`src/rtl/sap1_pkg.sv`:
```
// SAP-1 controller shared definitions: opcodes, T-state one-hot codes,
// control-word layout (Cp..~Lo) and the idle control word.
package sap1_pkg;

    localparam int OP_W   = 4;
    localparam int RING_W = 6;

    localparam logic [3:0] OP_LDA = 4'h0;
    localparam logic [3:0] OP_ADD = 4'h1;
    localparam logic [3:0] OP_SUB = 4'h2;
    localparam logic [3:0] OP_OUT = 4'hE;
    localparam logic [3:0] OP_HLT = 4'hF;

    localparam logic [5:0] T1 = 6'b000001;
    localparam logic [5:0] T2 = 6'b000010;
    localparam logic [5:0] T3 = 6'b000100;
    localparam logic [5:0] T4 = 6'b001000;
    localparam logic [5:0] T5 = 6'b010000;
    localparam logic [5:0] T6 = 6'b100000;

    typedef struct packed {
        logic pc_inc;
        logic pc_oe;
        logic mar_low_ld;
        logic rom_low_oe;
        logic ir_low_ld;
        logic ir_low_oe;
        logic a_low_ld;
        logic a_oe;
        logic alu_sub;
        logic alu_oe;
        logic b_low_ld;
        logic out_low_ld;
    } ctrl_word_t;

    // Active-high fields 0, active-low fields 1.
    localparam ctrl_word_t CW_IDLE = ctrl_word_t'(12'h3E3);

    // Opcodes without an execute phase.
    function automatic logic is_nop(input logic [3:0] op);
        return !(op inside {OP_LDA, OP_ADD, OP_SUB, OP_OUT, OP_HLT});
    endfunction

endpackage

```
`src/rtl/sap1_ring_counter.sv`:
```
// One-hot T-state ring. Ports: clk, rst (sync, high), hold (freeze),
// wrap (return to T1 early), ring (one-hot, bit0 = T1).
module sap1_ring_counter #(
    parameter int RING_W = 6
) (
    input  logic              clk,
    input  logic              rst,
    input  logic              hold,
    input  logic              wrap,
    output logic [RING_W-1:0] ring
);

    localparam logic [RING_W-1:0] FIRST = {{(RING_W-1){1'b0}}, 1'b1};

    always_ff @(posedge clk) begin
        if (rst) begin
            ring <= FIRST;
        end else if (hold) begin
            ring <= ring;
        end else if (wrap || ring[RING_W-1]) begin
            ring <= FIRST;
        end else begin
            ring <= {ring[RING_W-2:0], 1'b0};
        end
    end

endmodule

```
`src/rtl/sap1_controller.sv`:
```
// SAP-1 controller-sequencer: ring counter plus opcode decode into the
// 12-bit control word. Ports: clk, rst, run, ir_op in; control strobes,
// t_state, halted out. Define SAP1_VAR_CYCLE_EN for variable-length cycles.
module sap1_controller
    import sap1_pkg::*;
#(
    parameter int OP_W   = 4,
    parameter int RING_W = 6
) (
    input  logic              clk,
    input  logic              rst,
    input  logic              run,
    input  logic [OP_W-1:0]   ir_op,
    output logic              PC_INC,
    output logic              PC_OE,
    output logic              MAR_LOW_LD,
    output logic              ROM_LOW_OE,
    output logic              IR_LOW_LD,
    output logic              IR_LOW_OE,
    output logic              A_LOW_LD,
    output logic              A_OE,
    output logic              ALU_SUB,
    output logic              ALU_OE,
    output logic              B_LOW_LD,
    output logic              OUT_LOW_LD,
    output logic [RING_W-1:0] t_state,
    output logic              halted
);

    logic [RING_W-1:0] ring;
    logic              advance;
    logic              halt_now;
    logic              wrap;
    ctrl_word_t        cw;

    assign advance  = run && !halted;
    assign halt_now = advance && ring[3] && (ir_op == OP_HLT);

`ifdef SAP1_VAR_CYCLE_EN
    // The T3 decision sees the opcode presented during T3; it is the
    // caller's job to have the decoded opcode there for NOP skipping.
    always_comb begin
        wrap = 1'b0;
        if (ring[2] && is_nop(ir_op))
            wrap = 1'b1;
        if (ring[3] && (ir_op == OP_OUT))
            wrap = 1'b1;
        if (ring[4] && (ir_op == OP_LDA))
            wrap = 1'b1;
    end
`else
    assign wrap = 1'b0;
`endif

    sap1_ring_counter #(
        .RING_W (RING_W)
    ) u_ring (
        .clk  (clk),
        .rst  (rst),
        .hold (!advance || halt_now),
        .wrap (wrap),
        .ring (ring)
    );

    always_ff @(posedge clk) begin
        if (rst)
            halted <= 1'b0;
        else if (halt_now)
            halted <= 1'b1;
    end

    always_comb begin
        cw = CW_IDLE;
        if (!rst && advance) begin
            unique case (1'b1)
                ring[0]: begin
                    cw.pc_oe      = 1'b1;
                    cw.mar_low_ld = 1'b0;
                end
                ring[1]: begin
                    cw.pc_inc = 1'b1;
                end
                ring[2]: begin
                    cw.rom_low_oe = 1'b0;
                    cw.ir_low_ld  = 1'b0;
                end
                ring[3]: begin
                    case (ir_op)
                        OP_LDA, OP_ADD, OP_SUB: begin
                            cw.ir_low_oe  = 1'b0;
                            cw.mar_low_ld = 1'b0;
                        end
                        OP_OUT: begin
                            cw.a_oe       = 1'b1;
                            cw.out_low_ld = 1'b0;
                        end
                        default: ;
                    endcase
                end
                ring[4]: begin
                    case (ir_op)
                        OP_LDA: begin
                            cw.rom_low_oe = 1'b0;
                            cw.a_low_ld   = 1'b0;
                        end
                        OP_ADD, OP_SUB: begin
                            cw.rom_low_oe = 1'b0;
                            cw.b_low_ld   = 1'b0;
                        end
                        default: ;
                    endcase
                end
                ring[5]: begin
                    if (ir_op == OP_ADD || ir_op == OP_SUB) begin
                        cw.alu_oe   = 1'b1;
                        cw.a_low_ld = 1'b0;
                        cw.alu_sub  = (ir_op == OP_SUB);
                    end
                end
                default: ;
            endcase
        end
    end

    assign PC_INC     = cw.pc_inc;
    assign PC_OE      = cw.pc_oe;
    assign MAR_LOW_LD = cw.mar_low_ld;
    assign ROM_LOW_OE = cw.rom_low_oe;
    assign IR_LOW_LD  = cw.ir_low_ld;
    assign IR_LOW_OE  = cw.ir_low_oe;
    assign A_LOW_LD   = cw.a_low_ld;
    assign A_OE       = cw.a_oe;
    assign ALU_SUB    = cw.alu_sub;
    assign ALU_OE     = cw.alu_oe;
    assign B_LOW_LD   = cw.b_low_ld;
    assign OUT_LOW_LD = cw.out_low_ld;
    assign t_state    = ring;

endmodule

```
`config.mk`:
```
export PLATFORM = sky130hd
export DESIGN_NAME = sap1_controller
export DESIGN_NICKNAME = d
export VERILOG_FILES = /design/src/rtl/sap1_pkg.sv /design/src/rtl/sap1_ring_counter.sv /design/src/rtl/sap1_controller.sv
export SDC_FILE = /design/constraint.sdc
export NUM_CORES = 1
export LEC_CHECK = 0
export CAP_MARGIN = 25
export CORE_AREA = 2 2 39 41
export DETAILED_ROUTE_END_ITERATION = 7
export DIE_AREA = 0 0 41 43
export DONT_BUFFER_PORTS = 1
export PLACE_DENSITY_LB_ADDON = 0.3
export SLEW_MARGIN = 5
export SYNTH_ARGS = -nofsm -noshare
export SYNTH_HDL_FRONTEND = slang
export SYNTH_SLANG_ARGS = --single-unit
```
`constraint.sdc`:
```
create_clock -name clk -period 1.3 [get_ports clk]
set_input_delay 0.195 -clock clk [delete_from_list [all_inputs] [get_ports clk]]
set_output_delay 0.195 -clock clk [all_outputs]
set_load 0.02 [all_outputs]
```
; Word-level counts from Yosys, hierarchy flattened
; Index checks and enable logic that the tools add are counted.
[totals]
out_inout_bits = 19
register_bits = 7
word_cells = 38
in_bits = 7
[op_classes]
n_reduce_logical = 12
eq_ne = 4
mux = 20
[ops]
columns = operator, count
row1 = 2-to-1 mux 1 bit, 13
row2 = 2-to-1 mux 12 bit, 1
row3 = == test 4 bit (second input constant), 2
row4 = 2-to-1 mux 6 bit, 1
row5 = one-hot mux 1 bit (2 select lines), 3
row6 = == test 4 x 1 -> 1 bit (second input constant), 1
row7 = == test 4 x 2 -> 1 bit (second input constant), 1
row8 = logical AND 1 bit, 4
row9 = logical NOT 4 bit, 1
row10 = 2-to-1 mux 2 bit, 2
row11 = logical NOT 1 bit, 3
row12 = OR reduction 3 bit, 1
row13 = logical OR 1 bit, 2
row14 = OR reduction 2 bit, 1

; Depth between registers and ports, before layout
; Gate-level depths: netlist of the first run.
[depth]
depth_word = 5
ltp_mapped = 4
ltp_nobuf = 3

; Modules after synthesis
; Synthesis of the first run repeated with hierarchy kept, for this count alone.
[hier_totals]
cells_unflattened = 60
area_unflattened_um2 = 475.5
[by_module_without_submodules]
columns = module, cells_per_inst, n_inst, area_per_inst_um2, seq_area_each_um2
row1 = sap1_ring_counter, 25, 1, 244.0, 120.1
row2 = sap1_controller, 35, 1, 231.5, 20.0

; Worst setup path before layout of the first run
; Ideal clock, no wire load.
[synth_path]
path_kind = register -> output
from = register halted
to = output port ALU_SUB
t_arrival_ns = 1.133
path_stages_with_launch = 4
t_required_ns = 1.105
n_path_buf = 0
path_slack_ns = -0.028
cell_sequence = dfxtp_1 nand2b_4 nor4_2 and4b_1
[synth_via]
elab_chain_len = 4
[synth_lines]
columns = element, line_no
row1 = "start, declared", sap1_controller.sv:27  ; output logic halted
row2 = "start signal, assigned", sap1_controller.sv:67  ; halted <= 1'b0;
row3 = "start signal, assigned", sap1_controller.sv:69  ; halted <= 1'b1;
row4 = logical NOT 1 bit, sap1_controller.sv:36  ; assign advance = run && !halted;
row5 = logical AND 1 bit, sap1_controller.sv:36
row6 = logical AND 1 bit, sap1_controller.sv:74  ; if (!rst && advance) begin
row7 = 2-to-1 mux 12 bit, sap1_controller.sv:74
row8 = "end, declared", sap1_controller.sv:22  ; output logic ALU_SUB,
; No other way between the ends.

; Worst setup path in the final report of the first run
; Ends and elaborated chain as after synthesis.

==> results of run 1 <==
Yosys cell counts (2+ instances only):
library cell,count,share of area (%)
nand3_1,3,2.8
mux2_2,2,4.2
nor2_1,3,2.1
or3b_1,2,3.3
and4b_1,2,3.8
nand2_1,6,4.2
mux2i_1,4,7.5
and2_1,2,2.4
buf_2,2,1.9
nand2b_1,3,3.5
buf_6,2,4.2
dfxtp_1,7,26
layout make-up:
type	count	share of cell area (%)
clock buffers	4	3.36
well taps	16	2.56
flip-flops and latches	7	18.4
multi-input cells	46	56.6
inverters	1	0.480
repair buffers	17	18.6
worst reg2reg max path, delay by kind of cell, from the launching register on:
family | cells | cell delay (ns)
DFF | 1 | 0.30
AOI/OAI and AO/OA | 1 | 0.23
muxes | 1 | 0.21
and+or+nand+nor | 1 | 0.17
buffers and inverters | 1 | 0.15
what timing repair did:
action	4_1_cts	5_1_grt
setup endpoints to repair	12	12
pin swaps	5	3
gates resized for setup	21	5
endpoints found under the hold margin	1	0
hold buffers	1	0
setup buffers	2	3
final timing paths:
path	slack [ns]	depth (start not counted)	startpoint	endpoint
max	-0.16	3	halted$_SDFFE_PP0P_	ALU_SUB
min	0.008	1	rst	halted$_SDFFE_PP0P_
max reg2reg	0.16	4	halted$_SDFFE_PP0P_	u_ring.ring[0]$_SDFFE_PP1N_
min reg2reg	0.53	2	u_ring.ring[4]$_SDFFE_PP0N_	u_ring.ring[4]$_SDFFE_PP0N_
where the power goes:
group	internal, uW	switching [uW]
sequential	221	11.1
combinational	60.1	60.2
clock	118	87.4
metal layers:
metal | vias to the layer above | part of all wire [%] | track usage, %
met5 | - | 0 | 0
met4 | 0 | 2.1 | 8.00
met3 | 4 | 3.8 | 5.76
met2 | 9 | 53 | 27.8
met1 | 222 | 41 | 21.8
li1 | 253 | - | -
sequential cells by signal (all words and copies together), names as in the netlist:
name	count
halted	1
u_ring.ring	6
kinds of logic (layout without fill, tap and decap cells):
family	after synthesis	in the layout	synth area share (%)
muxes	6	6	11.8
DFF	7	7	26.4
AOI/OAI and AO/OA	7	7	12.7
xor gates and xnor gates	1	1	1.65
and+or+nand+nor	32	32	40.6
buffers and inverters	5	22	6.84
per-stage QoR:
| stage | util (%) | TNS [ns] | cell area, sq um | instances |
|---|---|---|---|---|
| 6_report | 56.5 | -1.07 | 782 | 91 |
| 5_1_grt | 56.5 | -1.64 | 782 | 91 |
| 4_1_cts | 52.9 | -0.913 | 732 | 88 |
| 3_5_place_dp | 44.1 | 0 | 611 | 81 |
| 3_3_place_gp | 44.1 | 0 | 611 | 81 |
| 2_1_floorplan | - | 0 | 541 | 58 |
==> flow_metrics.env, run 1 <==
export IMPL_crit_buf_inv=0
export IMPL_syn_to_final_growth_pct=47.4
export IMPL_mostFrequentLayoutCell="buf_4"
export IMPL_die_height_um=43
export IMPL_setup_viol=12
export IMPL_cp_cell_sequence="nand2b_4 -> nor4_4 -> and4b_2"
export IMPL_drt_initial_drc_count=0
export IMPL_cap_viol_max_count=0
export IMPL_worst_pin_slew_ns=0.365
export IMPL_diodes=0
export IMPL_start_util_pct=38.3
export IMPL_slowest_stage="and4b_2"
export IMPL_crit_path_start_kind="flop"
export IMPL_ios=26
export IMPL_path_class="flop to output port"
export IMPL_numCtsBuffers=3
export IMPL_hold_viol_final=0
export IMPL_core_area_sq_mm=0.00138
export IMPL_antenna_left=0
export IMPL_nNetsFinal=83
export IMPL_die_area_sq_mm=0.00176
export IMPL_crit_fanout=5
export IMPL_clock_skew_ns=0.00518
export IMPL_gr_total_overflow=0
export IMPL_firstDrtPassIters=1
export IMPL_wirelength_um=1330
export IMPL_fmax_mhz=685
export IMPL_synth_seq_cells=7
export IMPL_dpl_hpwl_um=946
export IMPL_root_buffer="clkbuf_4"
export IMPL_tritoncts="built"
export IMPL_grt_util_all_layers_pct=18.0
export IMPL_clockBufferDepth=2
export IMPL_ys_async_sr_fraction_pct=0
export IMPL_vias_per_cell=5.36
export IMPL_arrival_ns=1.26
export IMPL_slew_viol_final=0
export IMPL_antenna_found_initial=0
export IMPL_syn_inst=58
export IMPL_min_period_ns=1.46
export IMPL_power_uw=557
export IMPL_seq_area_sq_um=144
export IMPL_violations="negative setup slack"
export IMPL_synth_edf_count=0
export IMPL_layout_common_cells="buf_4, dfxtp_1, mux2i_1, buf_6"
export IMPL_num_vias=488
export IMPL_nFillCells=132
export IMPL_h_tree_depth=1
export IMPL_yosysSeqAreaShare_pct=26.4
export IMPL_multiInputGateArea_sq_um=443
export IMPL_fin_ws_ns=-0.160
export IMPL_grt_max_degree=14
export IMPL_hp_class="input port to flop"
export IMPL_wl_per_cell_um=14.6
export IMPL_cts_sinks=7
export IMPL_place_gp_congestion=0.764
export IMPL_clock_latency_ns=0.26
export IMPL_grt_pass1_vias=489
export IMPL_grt_pass1_wl_um=2120
export IMPL_p_leak_uw=0.000311
export IMPL_port_buffers=0
export IMPL_synth_cell_type_count=32
export IMPL_ir_drop_v=0.000737
export IMPL_slew_headroom_pct=75.6
export IMPL_die_x_um=41
export IMPL_syn_nets=65
export IMPL_required_ns=1.11
export IMPL_netlist_area_sq_um=531
export IMPL_min_period_over_period_pct=112
export IMPL_ys_flop_type="dfxtp_1"
export IMPL_clk_pin_slew_ns=0.05
export IMPL_syn_mean_instance_area_sq_um=9.15
export IMPL_cp_end_kind="output port"
export IMPL_hold_ws_ns=0.00826
export IMPL_cpPeakStageDelay_ns=0.34
export IMPL_dpl_worst_slack_ns=0.0819
export IMPL_drc=0
export IMPL_yosys_warnings=0
export IMPL_power_density_mw_per_mm2=713
export IMPL_rows=14
export IMPL_cp_top_family="simple AND/OR/NAND/NOR gates"
export IMPL_drive_gt1_share_pct=53.3
export IMPL_rsz0062_at_grt="true"
export IMPL_status="complete, but fails checks"
Note: power is estimated with default switching activity, not from simulation.
==> inputs of run 2 (changes only) <==
--- a/config.mk
+++ b/config.mk
@@ -5,6 +5,7 @@
 export SDC_FILE = /design/constraint.sdc
 export NUM_CORES = 1
 export LEC_CHECK = 0
+export ABC_AREA = 1
 export CAP_MARGIN = 25
 export CORE_AREA = 2 2 39 41
 export DETAILED_ROUTE_END_ITERATION = 7
==> flow_metrics.env, run 2 <==
export IMPL_p_leak_uw=0.000350
export IMPL_ys_async_sr_fraction_pct=0
export IMPL_status="complete, but fails checks"
export IMPL_dpl_hpwl_um=936
export IMPL_wirelength_um=1230
export IMPL_slew_viol_final=0
export IMPL_required_ns=1.11
export IMPL_dr_wl_met2_um=626
export IMPL_min_period_ns=1.37
export IMPL_clock_latency_ns=0.24
export IMPL_antenna_left=0
export IMPL_violations="negative setup slack"
export IMPL_synth_edf_count=0
export IMPL_clockBufferDepth=2
export IMPL_drc=0
export IMPL_syn_mean_instance_area_sq_um=6.02
export IMPL_met3RoutedLength_um=97
export IMPL_slew_headroom_pct=79.1
export IMPL_rows=14
export IMPL_synthTopCellsByArea="dfxtp_1, nand2_1, nor2_1"
export IMPL_worst_pin_slew_ns=0.313
export IMPL_place_gp_congestion=0.759
export IMPL_fmax_mhz=729
export IMPL_syn_to_final_growth_pct=58.7
export IMPL_setup_viol=7
export IMPL_grt_max_degree=8
export IMPL_port_buffers=0
export IMPL_min_period_over_period_pct=106
export IMPL_gr_total_overflow=0
export IMPL_finalSetupTns_ns=-0.228
export IMPL_arrival_ns=1.18
export IMPL_yosysTopAreaCellShare_pct=29.1
export IMPL_dpl_worst_slack_ns=0.103
export IMPL_grt_pass1_wl_um=1730
export IMPL_drive_gt1_share_pct=47.1
export IMPL_top_register="u_ring.ring"
export IMPL_synth_seq_cells=7
export IMPL_m1WireLength_um=505
export IMPL_start_util_pct=34.8
export IMPL_tritoncts="built"
export IMPL_layout_common_cells="nand2_1, buf_4, nor2_1"
export IMPL_yosysSeqAreaShare_pct=29.1
export IMPL_drt_initial_drc_count=3
export IMPL_nNetsFinal=110
export IMPL_yosysMostFrequentCell="nand2_1"
export IMPL_fin_ws_ns=-0.0726
export IMPL_die_area_sq_mm=0.00176
export IMPL_antenna_found_initial=0
export IMPL_top_layer="met3"
export IMPL_grt_pass1_vias=464
export IMPL_root_buffer="clkbuf_4"
export IMPL_num_vias=551
export IMPL_hold_viol_final=0
export IMPL_ir_drop_v=0.000445
export IMPL_numCtsBuffers=3
export IMPL_synth_cell_type_count=15
export IMPL_wl_per_cell_um=10.4
export IMPL_clk_pin_slew_ns=0.05
export IMPL_syn_inst=80
export IMPL_firstDrtPassIters=3
export IMPL_yosys_warnings=0
export IMPL_ios=26
export IMPL_die_height_um=43
export IMPL_grt_util_all_layers_pct=14.1
export IMPL_netlist_area_sq_um=482
export IMPL_hp_class="input port to flop"
export IMPL_clock_skew_ns=0.00296
export IMPL_vias_per_cell=4.67
export IMPL_crit_path_start_kind="flop"
export IMPL_cap_viol_max_count=0
export IMPL_diodes=0
export IMPL_power_density_mw_per_mm2=801
export IMPL_cts_sinks=7
export IMPL_rsz0062_at_grt="true"
export IMPL_syn_nets=87
export IMPL_die_x_um=41
export IMPL_path_class="flop to output port"
export IMPL_synth_common_cells="nand2_1, nor2_1, inv_1"
export IMPL_mostFrequentLayoutCell="nand2_1"
export IMPL_core_area_sq_mm=0.00138
export IMPL_crit_fanout=3
export IMPL_h_tree_depth=1
export IMPL_ys_flop_type="dfxtp_1"
export IMPL_top_regs="u_ring.ring: 6 flops, halted: 1 flops"
export IMPL_largest_reg_flops=6
export IMPL_synth_top_cell_by_area="dfxtp_1"
export IMPL_cp_end_kind="output port"
-- run 2: cell types whose count changed in the layout (fill, tap and decap cells not counted), sizes merged, moves of 3 or more --
cell and delta:
a21oi +5, inv +12, mux2i -4, nand2 +23, nand2b -4, nor2 +12, nor3 +3
-- run 2: cells by family after synthesis --
| kind of cell | after synthesis | share of synthesized area [%] |
|---|---|---|
| DFF | 7 | 29.1 |
| AOI/OAI and AO/OA | 8 | 11.2 |
| buffers and inverters | 13 | 10.1 |
| and+or+nand+nor | 52 | 49.6 |
-- run 2: metrics by stage --
stage	total power [uW]	hold WS, ns	cell area, sq um	util, %	instances
2_1_floorplan	343	0.257	495	-	80
3_3_place_gp	383	0.261	613	44.3	109
3_5_place_dp	383	0.262	613	44.3	109
4_1_cts	601	-0.00318	707	51.1	116
5_1_grt	646	0.00167	764	55.2	118
6_report	612	0.0102	764	55.2	118
-- run 2: layer usage --
metal  vias up  GRT usage, %
met5         -             0
met4         0          8.00
met3         0          3.14
met2        18          22.2
met1       240          16.5
li1        293             -
-- run 2: critical path, cell delays in order (launching register included) --
cell     delay (ns)
dfxtp_2        0.32
inv_2          0.07
nand2_4        0.07
inv_8          0.08
nand2_8        0.06
nor3_4         0.20
buf_6          0.14
-- run 2: final timing paths --
check / from / endpoint / slack [ns] / depth (start not counted)
hold / removal: rst / halted$_SDFFE_PP0P_ / 0.01 / 1
setup reg to reg: halted$_SDFFE_PP0P_ / u_ring.ring[5]$_SDFFE_PP0N_ / 0.03 / 8
setup / recovery: halted$_SDFFE_PP0P_ / A_OE / -0.07 / 6
hold reg to reg: halted$_SDFFE_PP0P_ / halted$_SDFFE_PP0P_ / 0.49 / 2
-- run 2: timing repair --
item,in CTS,in global routing
setup buffers,3,1
hold endpoints to repair,2,1
setup endpoints to repair,12,12
gates resized for setup,14,8
pin swaps,4,2
-- run 2: cell type report --
class / instances / area (sq um)
flip-flops and latches: 7 / 143
repair buffers: 18 / 145
clock buffers: 4 / 26.3
fillers: 136 / 619
inverters: 13 / 58.8
well taps: 16 / 20.0
multi-input cells: 60 / 372
-- run 2: report_power, final --
| group | internal (uW) | switching [uW] |
|---|---|---|
| clock | 117 | 76.1 |
| combinational | 68.7 | 110 |
| sequential | 228 | 12.2 |
| total | 414 | 198 |
==> edit 1, RTL diff (config.mk and constraints of run 2) <==
Add a define of `SAP1_VAR_CYCLE_EN`.
--- a/src/rtl/sap1_controller.sv
+++ b/src/rtl/sap1_controller.sv
@@ -3,2 +3,4 @@
 // t_state, halted out. Define SAP1_VAR_CYCLE_EN for variable-length cycles.
+`define SAP1_VAR_CYCLE_EN
+
 module sap1_controller
Behaviour: not the same (a bounded check fails within 4 cycles, from zero or initial values and one cycle with rst high).
==> edit 1 against run 2 <==
  * The flow still finishes with violations (setup timing)
  * Register-to-register slack about the same
  * Wire length is 22% higher
  * Sequential cell count unchanged
  * Sequential share of layout area down 0.91 points
  * Total power is 4.7% higher
  * Design area is 6.1% higher
  * Global-route usage up 3.9 points
  * Worst setup slack got worse by 0.075 ns
  * Die area did not move
  * Critical path depth up 1
  * Area after synthesis rose by 5.2%
  * First-iteration DRC count grew to 6.0 times the old value
  * Critical path type unchanged
  * Critical endpoint is now ROM_LOW_OE
  * Largest cell class unchanged
==> edit 1: results (changes against run 2) <==
* Routing usage on met2 at 30.00% (+7.8 points)
* Fraction of area in multi-input gates at 47.84% (-0.77 points)
* DR top layer: met4
* # setup viols final at 9 (+2)
* Clock skew at 0.006685 ns (+0.003720 ns)
* Status: complete, but fails checks
* First drt pass iteration count at 4 (+1)
* CP arrival at 1.25 ns (+0.07 ns)
* GR Util met3 at 6.806% (+3.7 points)
* Clock power frac at 30.5% (-1.0 points)
* Non-clk invs at 15 (+2)
* Multi-In Gates at 58 (-3.3%)
* Vias in the first global route at 561 (+21%)
* Commonest cells post-synth: 13 x nand2_1, 10 x nand3_1, 9 x inv_1, 9 x nor2_1, 7 x dfxtp_1
* Post-Route Setup TNS at -0.6580 ns (-0.4302 ns)
* Comb pwr share at 31.8% (+2.6 points)
* Leakage power at 0.3912 nW (+12%)
* Yosys cell types at 20 (+5)
* Syn Area/Cell at 6.334 um^2 (+5.2%)
* ClkCell Share at 3.241% (-0.20 points)
* Largest net degree at the start of global routing at 7 (-1)
* Global-route wire length before repair at 2.180 mm (+26%)
* Filler Cells Inserted at 117 (-14%)
* WL met2 at 784 um (+25%)
* Dominant cells by area after synthesis: dfxtp_1 28%, nand3_1 9.9%, nand2_1 9.6%
* Placed Area at 664.4 um^2 (+8.4%)
* Dpl cells at 111 (+1.8%)
* Seq area share at 17.75% (-0.91 points)
* Compound-cell area share of the yosys netlist at 14.32% (+3.2 points)
* Crit path max fanout at 6 (+3)
* Nonclk buf count at 21 (+3)
* Fin worst setup slack at -0.1476 ns (-0.07499 ns)
* Met1 WL at 604 um (+20%)
* Gpl congestion at 0.8508 (+12%)
* DRT Wirelength at 1.503 mm (+22%)
* Mean number of vias per cell at 5.248 (+12%)
* Avg WL per Cell at 12.42 um (+19%)
* Ratio of cells with drive above 1 in the final layout at 53.33% (+6.3 points)
* Violated checks: setup timing
* Syn. warnings at 0 (unchanged)
* VDD IR-drop max at 698.8 uV (+57%)
* Slowest stage cell, crit path: dfxtp_2
* CP top delay family: flip-flops
* Seq/Total Area, Yosys at 27.65% (-1.4 points)
* P_int at 0.4222 mW (+2.0%)
* Fin area at 810.8 um^2 (+6.1%)
* DP HPWL at 1.084 mm (+16%)
* Metal3 WL at 105 um (+8.2%)
* GRT Total Usage at 17.97% (+3.9 points)
* Initial DRC count at 18 (+15)
## edit 1: timing repair
item                                    CTS  global route
endpoints found under the hold margin     2             0
endpoints found under the setup margin   11            12
setup buffers                             3             2
gates resized for setup                  11             6
pin swaps                                 0             3
hold buffers                              1             0
## edit 1: worst paths after layout
path,startpoint,cells past startpoint,endpoint,slack [ns]
min,rst,2,u_ring.ring[0]$_SDFFE_PP1N_,0.03
min reg2reg,halted$_SDFFE_PP0P_,2,halted$_SDFFE_PP0P_,0.48
max,halted$_SDFFE_PP0P_,7,ROM_LOW_OE,-0.15
max reg2reg,halted$_SDFFE_PP0P_,9,u_ring.ring[5]$_SDFFE_PP0N_,0.03
## edit 1: cell families (layout without fill, tap and decap cells)
kind of cell,Yosys count,count (layout)
AND/OR/NAND/NOR,46,46
flip-flops,7,7
AO/OA/AOI/OAI,12,12
buffers and inverters,15,40
==> edit 2, RTL diff (settings of run 2) <==
Made on the original files. Make the reset (`rst`) asynchronous in 2 clocked blocks.
--- a/src/rtl/sap1_ring_counter.sv
+++ b/src/rtl/sap1_ring_counter.sv
@@ -14,3 +14,3 @@
 
-    always_ff @(posedge clk) begin
+    always_ff @(posedge clk or posedge rst) begin
         if (rst) begin
--- a/src/rtl/sap1_controller.sv
+++ b/src/rtl/sap1_controller.sv
@@ -64,3 +64,3 @@
 
-    always_ff @(posedge clk) begin
+    always_ff @(posedge clk or posedge rst) begin
         if (rst)
Behaviour: differs if rst is asserted again (counterexample within 4 cycles, from zero or initial values and one cycle with rst high); with rst held inactive, the same outputs for 10 cycles.
==> edit 2 against run 2 <==
  * The flow still finishes with violations (setup timing)
  * Register-to-register slack better by 0.03 ns
  * Area after synthesis rose by 5.5%
  * Largest cell class unchanged
  * Design area up 6.9%
  * Sequential cell count unchanged
  * First-iteration DRC count rose to 3.3 times the old value
  * Wire length rose by 28%
  * Clock skew down 0.0011 ns
  * Worst hold slack better by 0.21 ns
  * Critical path type unchanged
  * Worst setup slack got worse by 0.060 ns
  * Cell count is 2.5% higher
  * Utilization up 3.8 points
  * Die area unchanged
Power is not compared: it rests on default switching activity, and its combinational part moved more than twofold at a synthesized area within 25%.
==> edit 2: results (changes against run 2) <==
* Status: complete, but fails checks
* Violated checks: setup timing
* Syn nets at 86 (-1.1%)
* Compound-cell area share of the yosys netlist at 7.143% (-4.0 points)
* Clock skew at 0.001842 ns (-0.001123 ns)
* Avg WL per Cell at 12.96 um (+24%)
* WL met2 at 730 um (+17%)
* DP HPWL at 1.053 mm (+12%)
* Post-Route Setup TNS at -1.196 ns (-0.9686 ns)
* GR Util met1 at 26.16% (+9.7 points)
* Crit path max fanout at 6 (+3)
* Worst-case hold path end point: u_ring.ring[4]$_DFFE_PP0N_
* Yosys cell types at 17 (+2)
* Via Count at 629 (+14%)
* Initial DRC count at 10 (+7)
* GR Util met3 at 2.618% (-0.52 points)
* # setup viols final at 12 (+5)
* Met1 WL at 636 um (+26%)
* Vias in the first global route at 539 (+16%)
* Dominant cells by area after synthesis: dfrtp_1 30%, nand2_1 17%, inv_1 9.6%
* GRT Total Usage at 19.15% (+5.1 points)
* Leakage power at a little over 0.4 nW
* Ratio of cells with drive above 1 in the final layout at 43.81% (-3.2 points)
* Routing usage on met2 at 27.19% (+5.0 points)
* FF-to-FF End: u_ring.ring[1]$_DFFE_PP0N_
* Hold Crit Start: ir_op[3]
* Ys async rst share at 100.0% (+100 points)
* Worst slack, placed at 0.06478 ns (-0.03838 ns)
* Gpl congestion at 0.8083 (+6.5%)
* First drt pass iteration count at 4 (+1)
* Metal3 WL at 158 um (+63%)
* Crit path to: OUT_LOW_LD
* Dpl cells at 110 (+0.92%)
* Placed Area at 648.1 um^2 (+5.7%)
* Clock-pin slew on the worst setup and hold paths at 0.05 ns (about the same)
* Cells on Worst Hold Path at 5 (+4)
* Hold WS at 0.2172 ns (+0.2070 ns)
* DRT Wirelength at 1.568 mm (+28%)
* Flop2flop setup slack at 0.06 ns (+0.03 ns)
* Primary FF master, synth: dfrtp_1
* Syn Area/Cell at 6.430 um^2 (+6.8%)
* Commonest cells post-synth: 23 x nand2_1, 13 x inv_1, 12 x nor2_1, 7 x nand3_1, 6 x dfrtp_1
* Crit path from: halted$_DFFE_PP0P_
* Seq/Total Area, Yosys at 34.73% (+5.6 points)
* Fin worst setup slack at -0.1327 ns (-0.06006 ns)
* Design Power at around 0.44 mW
* Slew HR at 66.74% (-12 points)
* Port bufs at 0 (unchanged)
* CP arrival at 1.24 ns (+0.06 ns)
* DR top layer: met4
edit 2: changes by cell type after synthesis, sizes merged, moves of 2 or more:
cell / run 2 / this run
nor2: 16 / 13
dfrtp: 0 / 6
nand2: 29 / 26
dfxtp: 7 / 0
inv: 13 / 15
nand3: 4 / 8
nor3: 3 / 1
nand4: 0 / 4
a21oi: 6 / 1
edit 2: layout make-up:
| class | count | area [um^2] |
|---|---|---|
| timing repair buffer | 23 | 190.2 |
| clock buffer | 4 | 26.28 |
| tap | 16 | 20.02 |
| fill | 133 | 566.8 |
| multi-input combinational | 56 | 342.8 |
| inverter | 15 | 58.81 |
| sequential | 7 | 178.9 |
edit 2: what timing repair did:
item	4_1_cts	5_1_grt
hold buffers	1	0
endpoints found under the setup margin	12	12
hold endpoints to repair	6	0
resized for setup	11	12
setup buffers	3	3
pin swaps	6	4
edit 2: worst max-delay path: stages (launching register included):
cell     delay [ns]
dfrtp_1        0.40
inv_2          0.09
nand2_4        0.07
nor2_4         0.16
nand3_2        0.10
buf_4          0.17
